<file path="config.mk">
export PLATFORM = sky130hd
export DESIGN_NAME = mem_bridge
export DESIGN_NICKNAME = d
export VERILOG_FILES = /design/src/rtl/mem_bridge.sv
export SDC_FILE = /design/constraint.sdc
export NUM_CORES = 1
export LEC_CHECK = 0
export CORE_UTILIZATION = 36
export CTS_CLUSTER_DIAMETER = 120
export DETAILED_ROUTE_END_ITERATION = 16
export PLACE_DENSITY_LB_ADDON = 0.3
export REMOVE_ABC_BUFFERS = 1
export SYNTH_ARGS = -nofsm -noshare
export SYNTH_HDL_FRONTEND = slang
export SYNTH_SLANG_ARGS = --single-unit
</file>
<file path="constraint.sdc">
create_clock -name clk -period 2.9 [get_ports clk]
set_input_delay 0.435 -clock clk [delete_from_list [all_inputs] [get_ports clk]]
set_output_delay 0.435 -clock clk [all_outputs]
set_load 0.005 [all_outputs]
</file>
<file path="src/rtl/mem_bridge.sv">
// Core-to-wide-bus memory bridge: aligns byte/half/word accesses onto a strobed bus,
// tracks up to DEPTH in-order transactions and extends load data on the way back.
package mem_bridge_pkg;
  typedef enum logic [1:0] {
    BYTE = 2'd0,
    HALF = 2'd1,
    WORD = 2'd2
  } mem_access_size_t;
endpackage

module mem_bridge
  import mem_bridge_pkg::*;
#(
  parameter int ADDR_WIDTH = 32,
  parameter int BUS_WIDTH  = 64,
  parameter int DEPTH      = 4
) (
  input  logic                   clk,
  input  logic                   reset,
  input  logic                   req_valid,
  output logic                   req_ready,
  input  logic [ADDR_WIDTH-1:0]  req_addr,
  input  mem_access_size_t       req_size,
  input  logic                   req_wr,
  input  logic                   req_unsigned,
  input  logic [31:0]            req_wdata,
  output logic                   rsp_valid,
  output logic [31:0]            rsp_rdata,
  output logic                   rsp_err,
  output logic                   mem_req_valid,
  input  logic                   mem_req_ready,
  output logic [ADDR_WIDTH-1:0]  mem_addr,
  output logic                   mem_wr,
  output logic [BUS_WIDTH-1:0]   mem_wdata,
  output logic [BUS_WIDTH/8-1:0] mem_wstrb,
  input  logic                   mem_rsp_valid,
  input  logic [BUS_WIDTH-1:0]   mem_rdata
);
  localparam int STRB_W = BUS_WIDTH / 8;
  localparam int LANE_W = $clog2(STRB_W);
  localparam int PTR_W  = $clog2(DEPTH);

  localparam logic [PTR_W-1:0] PTR_ONE   = PTR_W'(1);
  localparam logic [PTR_W:0]   COUNT_ONE = (PTR_W + 1)'(1);
  localparam logic [PTR_W:0]   COUNT_MAX = (PTR_W + 1)'(DEPTH);

  if (!(BUS_WIDTH == 32 || BUS_WIDTH == 64)) begin : g_bad_bus_width
    $error("mem_bridge: BUS_WIDTH must be 32 or 64");
  end
  if (DEPTH < 2 || DEPTH > 16 || (DEPTH & (DEPTH - 1)) != 0) begin : g_bad_depth
    $error("mem_bridge: DEPTH must be a power of two in 2..16");
  end

  typedef struct packed {
    logic [LANE_W-1:0] lane;
    mem_access_size_t  size;
    logic              uns;
    logic              wr;
  } entry_t;

  entry_t            fifo_mem [DEPTH];
  logic [PTR_W-1:0]  wr_ptr_reg;
  logic [PTR_W-1:0]  rd_ptr_reg;
  logic [PTR_W:0]    count_reg;
  logic              rsp_valid_reg;
  logic              rsp_err_reg;
  logic [31:0]       rsp_rdata_reg;

  logic              aligned;
  logic              full;
  logic              empty;
  logic              push;
  logic              pop;
  logic              mis_accept;
  logic [LANE_W-1:0] lane;
  logic [STRB_W-1:0] strb_base;
  entry_t            push_entry;
  entry_t            head;
  logic [31:0]       lane_word;
  logic [31:0]       load_data;
  logic [31:0]       rsp_rdata_next;

  // ---------------------------------------------------------------- request side
  always_comb begin
    aligned = 1'b0;
    case (req_size)
      BYTE:    aligned = 1'b1;
      HALF:    aligned = ~req_addr[0];
      WORD:    aligned = (req_addr[1:0] == 2'b00);
      default: aligned = 1'b0;
    endcase
  end

  assign lane  = req_addr[LANE_W-1:0];
  assign full  = (count_reg == COUNT_MAX);
  assign empty = (count_reg == '0);
  assign pop   = mem_rsp_valid & ~empty;

  // A misaligned request is answered locally, so it waits until nothing is in
  // flight and no memory response is about to occupy the response slot.
  assign req_ready     = aligned ? (mem_req_ready & ~full) : (empty & ~pop);
  assign mem_req_valid = req_valid & aligned & ~full;
  assign push          = mem_req_valid & mem_req_ready;
  assign mis_accept    = req_valid & ~aligned & empty & ~pop;

  assign mem_addr = {req_addr[ADDR_WIDTH-1:LANE_W], {LANE_W{1'b0}}};
  assign mem_wr   = req_wr;

  for (genvar gi = 0; gi < STRB_W; gi++) begin : g_wdata
    assign mem_wdata[8*gi +: 8] = (req_size == BYTE) ? req_wdata[7:0] :
                                  (req_size == HALF) ? req_wdata[8*(gi%2) +: 8] :
                                                       req_wdata[8*(gi%4) +: 8];
  end

  always_comb begin
    strb_base = '0;
    case (req_size)
      BYTE:    strb_base = STRB_W'(4'h1);
      HALF:    strb_base = STRB_W'(4'h3);
      WORD:    strb_base = STRB_W'(4'hF);
      default: strb_base = '0;
    endcase
    mem_wstrb = req_wr ? (strb_base << lane) : '0;
  end

  assign push_entry = '{lane: lane, size: req_size, uns: req_unsigned, wr: req_wr};

  // ---------------------------------------------------------------- tracking FIFO
  always_ff @(posedge clk) begin
    if (push) begin
      fifo_mem[wr_ptr_reg] <= push_entry;
    end
  end

  always_ff @(posedge clk) begin
    if (reset) begin
      wr_ptr_reg <= '0;
      rd_ptr_reg <= '0;
      count_reg  <= '0;
    end else begin
      if (push) begin
        wr_ptr_reg <= wr_ptr_reg + PTR_ONE;
      end
      if (pop) begin
        rd_ptr_reg <= rd_ptr_reg + PTR_ONE;
      end
      case ({push, pop})
        2'b10:   count_reg <= count_reg + COUNT_ONE;
        2'b01:   count_reg <= count_reg - COUNT_ONE;
        default: count_reg <= count_reg;
      endcase
    end
  end

  // ---------------------------------------------------------------- response side
  assign head      = fifo_mem[rd_ptr_reg];
  assign lane_word = 32'(mem_rdata >> {head.lane, 3'b000});

  always_comb begin
    load_data = lane_word;
    case (head.size)
      BYTE:    load_data = {{24{~head.uns & lane_word[7]}}, lane_word[7:0]};
      HALF:    load_data = {{16{~head.uns & lane_word[15]}}, lane_word[15:0]};
      default: load_data = lane_word;
    endcase
  end

  assign rsp_rdata_next = (pop & ~head.wr) ? load_data : 32'h0;

  always_ff @(posedge clk) begin
    if (reset) begin
      rsp_valid_reg <= 1'b0;
      rsp_err_reg   <= 1'b0;
      rsp_rdata_reg <= 32'h0;
    end else begin
      rsp_valid_reg <= pop | mis_accept;
      rsp_err_reg   <= mis_accept;
      rsp_rdata_reg <= rsp_rdata_next;
    end
  end

  assign rsp_valid = rsp_valid_reg;
  assign rsp_err   = rsp_err_reg;
  assign rsp_rdata = rsp_rdata_reg;

endmodule

</file>
==> flow_metrics.tcl <==
set metrics [dict create \
    endpoint "rsp_rdata[19]$_SDFF_PP0_" \
    crit_required_ps 3090 \
    drc_errors 0 \
    max_freq_mhz 376 \
    period_needed_ps 2660 \
    startpoint_type "flop" \
    pre_cts_slack_ps -142 \
    leakage_nw 2.87 \
    grt_use_met2_pct 39.3 \
    yosysSeqAreaShare_pct 32.4 \
    end_kind "flop" \
    rsz0062_at_grt "false" \
    yosysTopAreaCellShare_pct 16.4 \
    clk_path_buf_depth 2 \
    rrSetupSlack_ps 240 \
    ff_latch_area_um2 1700 \
    hp-start "req_size[1]" \
    grt_overflow 0 \
    ys_seq_elements 71 \
    max-vdd-ir-drop_mv 0.288 \
    row_count 43 \
    die_y_um 123 \
    start_util_pct 37.4 \
    cts_buffers 9 \
    use_met3_pct 6.60 \
    slowest_stage "mux4_1" \
    drv_slew 0 \
    drt_iter0_markers 261 \
    async_reset_ff_share_pct 0 \
    port_buffers 216 \
    dpl-instance-area_um2 7190 \
    synth_top_family_by_area "multiplexers" \
    period_share_pct 91.6 \
    min_path_type "input port to flop" \
    crit_buf_inv 0 \
    worstPathMaxFanout 16 \
    viasPerCell 5.46 \
    wl_per_cell_um 19.2 \
    cts_tree "built" \
    synth_area_leaders "dfxtp_1 (16%), edfxtp_1 (16%), buf_4 (11%), mux2i_1 (11%), mux4_2 (8.1%)" \
    ys_types 49 \
    clock_sinks 71 \
    critPathMaxStageDelay_ps 800 \
    cts_setup_buffers 0 \
    yosys-mux-area-fraction_pct 21.9 \
    grt_usage_pct 22.4 \
    max_cap_viol_count 0 \
    syn-instance-count 533 \
    synth-simple-area-share_pct 9.39 \
    use_met1_pct 24.6 \
    multi_input_area_um2 2760 \
    cp.depth 5 \
    pin_count 278 \
    critical-path-top-delay-family "multiplexers" \
    syn2layout_area_growth_pct 43.7 \
    nets 836 \
    antenna_left 0 \
    n_fill_cell 1205 \
    holdBufCountCts 0 \
    place_congestion 0.877 \
    antenna_found_initial 2 \
    synth_xor_area_share_pct 0.834 \
    route.vias.total 4778 \
    ys.warnings.count 0 \
    synth_top_area_cell "dfxtp_1" \
    drt-pass1-iter-count 5 \
    arrival_ps 2840 \
    syn-mean-instance-area_um2 9.85 \
    largest_register_ffs 32 \
    crit_chain "mux4_1 > mux2i_1 > o22ai_1 > o21ai_4 > a311oi_1" \
    yosys_most_used_dff "dfxtp_1" \
    die_w_um 123 \
    fin_ws_ps 243 \
    htree_levels 3 \
    fin_area_um2 7550 \
    grt_max_degree 39 \
    coreArea_um2 14000 \
    synth_area_um2 5250 \
    finalSetupViolCount 0 \
    r2r_cells 5 \
    routed_wl_um 16800 \
    die_area_um2 15100 \
    grt_pass1_vias 4856 \
    status "complete, no violations" \
    clk_pin_slew_worst_paths_ps 60 \
    hpwl_um 12800 \
    grt_pass1_wl_um 25400 \
    r2r_end "rsp_rdata[19]$_SDFF_PP0_" \
    relSlewSlack_pct 58.3 \
    critical_path_class "flop to flop" \
    worstMarginPinSlew_ps 624 \
    grt_busiest_layer "met2" \
    worstSkewPairLatency_ps 340 \
    power_density_nw_per_um2 457 \
    synth-adder-area-share_pct 2.76 \
    synth_compound_area_share_pct 16.8 \
    skew_ps 8.74 \
    synth_edf_count 28 \
    drive_gt1_share_pct 15.2 \
    hold_viol 0 \
    root_buffer "clkbuf_16" \
]
==> what timing repair did <==
action                                  CTS  global route
pin swaps                                 0             0
gates cloned                              0             0
endpoints found under the setup margin   26            49
gates resized for setup                   5            17
==> cells by family (layout without fill, tap and decap cells) <==
logic type                 Yosys count  in the layout
buffers and inverters              130            288
AOI/OAI and AO/OA                  123            123
and+or+nand+nor                    104            104
muxes                               88             88
DFF                                 71             71
adders and majority gates           11             11
xor gates and xnor gates             5              5
other                                1              5
==> placed cells by master (no fill, tap or decap), types with 10 or more instances in the layout <==
master and n:
a21oi_1 22, a311oi_2 10, and2_1 12, buf_4 31, clkdlybuf4s50_1 210, dfxtp_1 43, edfxtp_1 28, ha_1 10
inv_1 20, mux2_2 12, mux2i_1 55, mux4_2 18, nand2_1 39, nor2_1 27, o21ai_0 36, o2bb2ai_1 13
==> area by class of cell <==
| class | instances | share of cell area, % |
|---|---|---|
| timing repair buffer | 251 | 32.8 |
| tap | 180 | 2.98 |
| multi-input combinational | 334 | 36.6 |
| clock inverter | 7 | 1.03 |
| sequential | 71 | 22.5 |
| inverter | 21 | 1.04 |
| antenna | 2 | 0.0663 |
| clock buffer | 9 | 2.98 |
==> cells in the mapped netlist, types with 12 or more instances <==
cell,number
inv_1,21
buf_4,76
o2bb2ai_1,13
a21oi_1,22
mux2_2,12
and2_1,12
nor2_1,28
mux2i_1,56
o21ai_0,45
edfxtp_1,28
mux4_2,19
dfxtp_1,43
nand2_1,39
clkbuf_1,21
==> stage by stage <==
step	util, %	total power, mW	instances	TNS, ps	hold WS [ps]
after detailed placement	51.2	2.33	857	-379	503
after global routing	53.7	3.62	875	0	519
final	53.7	3.45	875	0	504
after global placement	51.2	2.32	857	-53.5	490
after CTS	53.4	3.48	873	0	516
after floorplan	-	1.72	426	-16160	466
==> worst min path at each step <==
stage / to / slack (ps) / cells past startpoint
3_5_place_dp: count_reg[2]$_SDFFE_PP0P_ / 500 / 2
6_report: fifo_mem[1][3]$_DFFE_PP_ / 500 / 2
5_1_grt: fifo_mem[1][3]$_DFFE_PP_ / 520 / 2
2_1_floorplan: count_reg[2]$_SDFFE_PP0P_ / 470 / 2
3_3_place_gp: count_reg[2]$_SDFFE_PP0P_ / 490 / 2
4_1_cts: count_reg[2]$_SDFFE_PP0P_ / 520 / 2
==> report_power, final <==
group	total (mW)	internal [mW]	leakage (nW)	switching, mW
clock network	1.13	0.676	0.147	0.449
logic	1.24	0.656	2.12	0.581
registers	1.09	1.07	0.600	0.0209
total	3.45	2.40	2.87	1.05
==> routing by layer <==
| layer | vias up | wire length, µm | share of wire [%] |
|---|---|---|---|
| li1 | 2181 | - | - |
| met1 | 2277 | 6480 | 39 |
| met2 | 290 | 8280 | 49 |
| met3 | 28 | 1600 | 9.6 |
| met4 | 2 | 391 | 2.3 |
| met5 | - | 26 | 0.15 |
No activity file was read; power rests on OpenSTA's default activity.
==> variant 1 (same flow settings) <==
`rsp_rdata_reg` no longer has a reset.
--- a/src/rtl/mem_bridge.sv
+++ b/src/rtl/mem_bridge.sv
@@ -172,10 +172,12 @@
       rsp_valid_reg <= 1'b0;
       rsp_err_reg   <= 1'b0;
-      rsp_rdata_reg <= 32'h0;
     end else begin
       rsp_valid_reg <= pop | mis_accept;
       rsp_err_reg   <= mis_accept;
-      rsp_rdata_reg <= rsp_rdata_next;
     end
+  end
+
+  always_ff @(posedge clk) begin
+    rsp_rdata_reg <= rsp_rdata_next;
   end
 
Formal check against the unedited RTL: differs if reset is asserted again (counterexample within 4 cycles, from zero or initial values and one cycle with reset high); with reset held inactive, the same outputs for 4 cycles.
==> variant 1 against the original RTL <==
- setup slack lost 0.063 ns
- critical path type unchanged
- wire length decreased by 8.1%
- global-route usage shrank 1.5 points
- final area shrank 2.7%
- total power shrank 0.18%
- sequential cell count did not move
- synthesized area is 3.3% lower
- maximum frequency fell by 2.3%
- highest routed layer is now met4
==> variant 1: results (changes against the original RTL) <==
[outcome]
outcome = finished, final reports clean

[power_and_ir_drop]
ir_worst_vdd_uv = 322  ; +12%
leakage_nw = 2.83  ; -1.4%
switching_power_mw = 1.04  ; -1.1%
pg_clk_mw = 1.11

[clock_network]
cts_resized = 2  ; -3

[cells_and_area]
nFillCells = 1178  ; -2.2%
final_nets = 845  ; +1.1%
diodes = 0  ; -2
drive_gt1_frac = 0.141  ; -0.0107

[synthesis]
synth_area_leaders = dfxtp_1, edfxtp_1, buf_4
synth_mux_area_frac = 0.199  ; -0.0198
seq_area_frac_synth = 0.335  ; +0.0111
synth-adder-area-share = 0.0261  ; -0.00152
syn_area_per_cell_um2 = 9.40  ; -4.6%
synth-compound-area-share = 0.145  ; -0.0236
synth_xor_area_frac = 0.00862  ; +0.000286
synth_cell_types = 53  ; +8.2%

[global_routing]
met1_usage = 0.236  ; -0.00958
grt_pass1_wl_mm = 23.2  ; -8.9%
grt_max_degree = 49  ; +26%
use_met3 = 0.0783  ; +0.0123
antenna_found_initial = 0  ; -2
grtUsageTotal = 0.209  ; -0.0148

[route]
drt-initial-drc-count = 338  ; +30%
avgViaCountPerCell = 5.19  ; -5.0%
wl_met2_mm = 7.32  ; -12%
drt_wl_total_mm = 15.4  ; -8.1%
dr.max_layer_used = met4
met3_length_mm = 1.58  ; -1.7%
dr.pass1.iters = 4  ; -1
wl_per_cell_um = 17.5  ; -8.9%
m1WireLength_mm = 6.22  ; -4.1%

[placement]
place.gp.congestion = 0.823  ; -6.1%
hpwl_mm = 11.8  ; -8.1%
place_ws_ns = -0.141  ; +0.00175 ns

[setup_path]
critPathArrivalTime_ns = 2.93  ; +0.09 ns
critPathMaxFanout = 15  ; -1
slowest_delay_ns = 0.70  ; -0.10 ns
worstSetupEndpoint = rsp_rdata[25]$_SDFF_PN0_
cp_slowest_cell = mux4_2
cp_top_family = compound AO/OA/AOI/OAI gates
r2r_setup_slack_ns = 0.18  ; -0.06 ns
r2r_cells = 6  ; +1

[sta]
min_period_ns = 2.72  ; +0.0631 ns
fin_skew_ns = 0.00649  ; -0.00225 ns

variant 1: stage by stage:
| stage | utilization | cell area, µm² | TNS (ns) |
|---|---|---|---|
| 4_1_cts | 0.529 | 7310 | 0 |
| 2_1_floorplan | - | 4360 | -3.63 |
| 3_3_place_gp | 0.507 | 7010 | -0.0502 |
| 5_1_grt | 0.531 | 7340 | 0 |
| 3_5_place_dp | 0.507 | 7010 | -0.203 |
| 6_report | 0.531 | 7340 | 0 |
variant 1: final cells by class:
cell class | count | share of cell area
multi-input combinational | 343 | 0.351
timing repair buffer | 251 | 0.334
sequential | 71 | 0.232
clock buffer | 9 | 0.0307
tap | 180 | 0.0307
inverter | 22 | 0.0112
clock inverter | 7 | 0.0106
variant 1: logic make-up (layout without fill, tap and decap cells):
family | after synthesis | after routing
flops | 71 | 71
mux | 81 | 81
fa+ha+maj | 10 | 10
buf+inv | 128 | 289
xor+xnor | 5 | 5
compound gates | 111 | 111
other cells | 1 | 3
simple gates | 133 | 133
==> variant 2 (same flow settings) <==
Without the edit above. Set the parameter `BUS_WIDTH` to 32 (it was 64).
--- a/src/rtl/mem_bridge.sv
+++ b/src/rtl/mem_bridge.sv
@@ -13,5 +13,5 @@
 #(
   parameter int ADDR_WIDTH = 32,
-  parameter int BUS_WIDTH  = 64,
+  parameter int BUS_WIDTH  = 32,
   parameter int DEPTH      = 4
 ) (
Interface: changed (resized mem_rdata, mem_wdata and mem_wstrb); port bits go from 278 to 210. No check against the original RTL was run, so the function may have changed too.
==> variant 2 against the original RTL <==
- final cell count shrank 31%
- via count shrank 39%
- final area shrank 31%
- largest cell class is now non-clock buffers
- non-clock buffer count shrank 85
- synthesized area shrank 30%
- count of clock-buffer cells in the layout grew 4
- sequential cell count shrank 4
- wire length shrank 42%
- highest routed layer is now met4
- total power shrank 36%
- first-iteration DRC count shrank 69%
- setup slack lost 0.061 ns
- global-route usage shrank 3.3 points
- maximum frequency shrank 2.2%
==> variant 2: results (changes against the original RTL) <==
[placement]
place_ws_ns = -0.256  ; -0.114 ns
dpl_cell_area_mm2 = 0.00504  ; -30%
hpwl_mm = 7.62  ; -41%

[power_and_ir_drop]
leakage_nw = 2.14  ; -26%
ir_worst_vdd_uv = 190  ; -34%
power_frac_comb = 0.259  ; -0.099
pg_clk_mw = 0.625  ; -45%
switching_power_mw = 0.573  ; -45%

[synthesis]
synth_edf_count = 24  ; -14%
syn-instance-count = 350  ; -34%
synth_area_leaders = dfxtp_1, edfxtp_1, buf_4
seq_area_frac_synth = 0.433  ; +0.109
synth_cell_types = 41  ; -16%
synthTopCellsByCount = dfxtp_1, buf_4, inv_1, nand2_1, mux2i_1

[global_routing]
grtUsageTotal = 0.191  ; -0.0331
use_met3 = 0.0983  ; +0.0323
grt_pass1_vias = 3081  ; -37%
antenna_found_initial = 0  ; -2
grt_max_degree = 25  ; -36%
met1_usage = 0.207  ; -0.0387

[route]
vias = 2899  ; -39%
dr.pass1.iters = 4  ; -1
drt-initial-drc-count = 82  ; -69%
drt_wl_total_mm = 9.72  ; -42%
m1WireLength_mm = 3.84  ; -41%
wl_met2_mm = 4.50  ; -46%
avgViaCountPerCell = 4.77  ; -13%
dr.max_layer_used = met4

[sta]
tightestPinTransition_ns = 0.864  ; +0.240 ns
fin_skew_ns = 0.0122  ; +0.00351 ns

[setup_path]
cp_slowest_cell = clkdlybuf4s50_1
critPathMaxFanout = 9  ; -7
slowest_delay_ns = 0.45  ; -0.35 ns
critPathArrivalTime_ns = 2.28  ; -0.56 ns

[outcome]
outcome = finished, final reports clean

[floorplanning]
die_w_um = 103  ; -16%

[cells_and_area]
n_clock_buffer = 13  ; +4
buf_share = 0.311  ; -0.0163
clock_cell_area_share = 0.0296  ; -0.0105
multi_input_area_share = 0.302  ; -0.0640
final_nets = 585  ; -30%
diodes = 0  ; -2
seq_share = 0.304  ; +0.0788
nFillCells = 903  ; -25%
buffers = 166  ; -34%
multi_input_cells = 197  ; -41%
n_all_inverters = 29  ; +38%
drive_gt1_frac = 0.141  ; -0.0105

[clock_network]
cts-root-buf = clkbuf_8
cts_resized = 2  ; -3
cts.sinks = 67  ; -5.6%

==> variant 2: cell types whose count changed after synthesis, moves of 10 or more <==
cell,delta
nand2_1,-10
buf_4,-35
mux4_2,-13
o21ai_0,-22
clkbuf_1,-12
a21oi_1,-19
a311oi_2,-10
o2bb2ai_1,-13
mux2i_1,-29
==> variant 2: per-stage QoR <==
step | util | TNS (ns) | power (mW)
CTS | 0.529 | 0 | 2.23
finish | 0.529 | 0 | 2.21
floorplan | - | 0 | 1.29
global route | 0.529 | 0 | 2.33
global placement | 0.513 | -0.211 | 1.61
detailed placement | 0.513 | -0.719 | 1.61
==> variant 2: logic make-up (layout without fill, tap and decap cells) <==
logic type / Yosys count / in the layout / share of synthesized area
flip-flops: 67 / 67 / 0.433
AND/OR/NAND/NOR: 69 / 69 / 0.0897
adder cells (fa/ha/maj): 10 / 10 / 0.0363
buffers and inverters: 87 / 211 / 0.139
other: 1 / 2 / 0.00103
AO/OA/AOI/OAI: 61 / 61 / 0.122
multiplexers: 50 / 50 / 0.167
XOR/XNOR: 5 / 5 / 0.0120
==> variant 2: critical path: cells and delay by family <==
| family | cells | cell delay, ns |
|---|---|---|
| muxes | 1 | 0.36 |
| buffers and inverters | 5 | 1.19 |
| adders and majority gates | 1 | 0.20 |
| and+or+nand+nor | 1 | 0.10 |
==> variant 2: final timing paths <==
kind / slack (ns) / start / to / cells after the start
min reg2reg: 0.54 / rd_ptr_reg[0]$_SDFFE_PP0P_ / rd_ptr_reg[0]$_SDFFE_PP0P_ / 2
max reg2reg: 0.55 / count_reg[2]$_SDFFE_PP0P_ / count_reg[2]$_SDFFE_PP0P_ / 8
max: 0.18 / req_size[1] / mem_wdata[21] / 8
min: 0.50 / req_size[0] / fifo_mem[3][2]$_DFFE_PP_ / 2
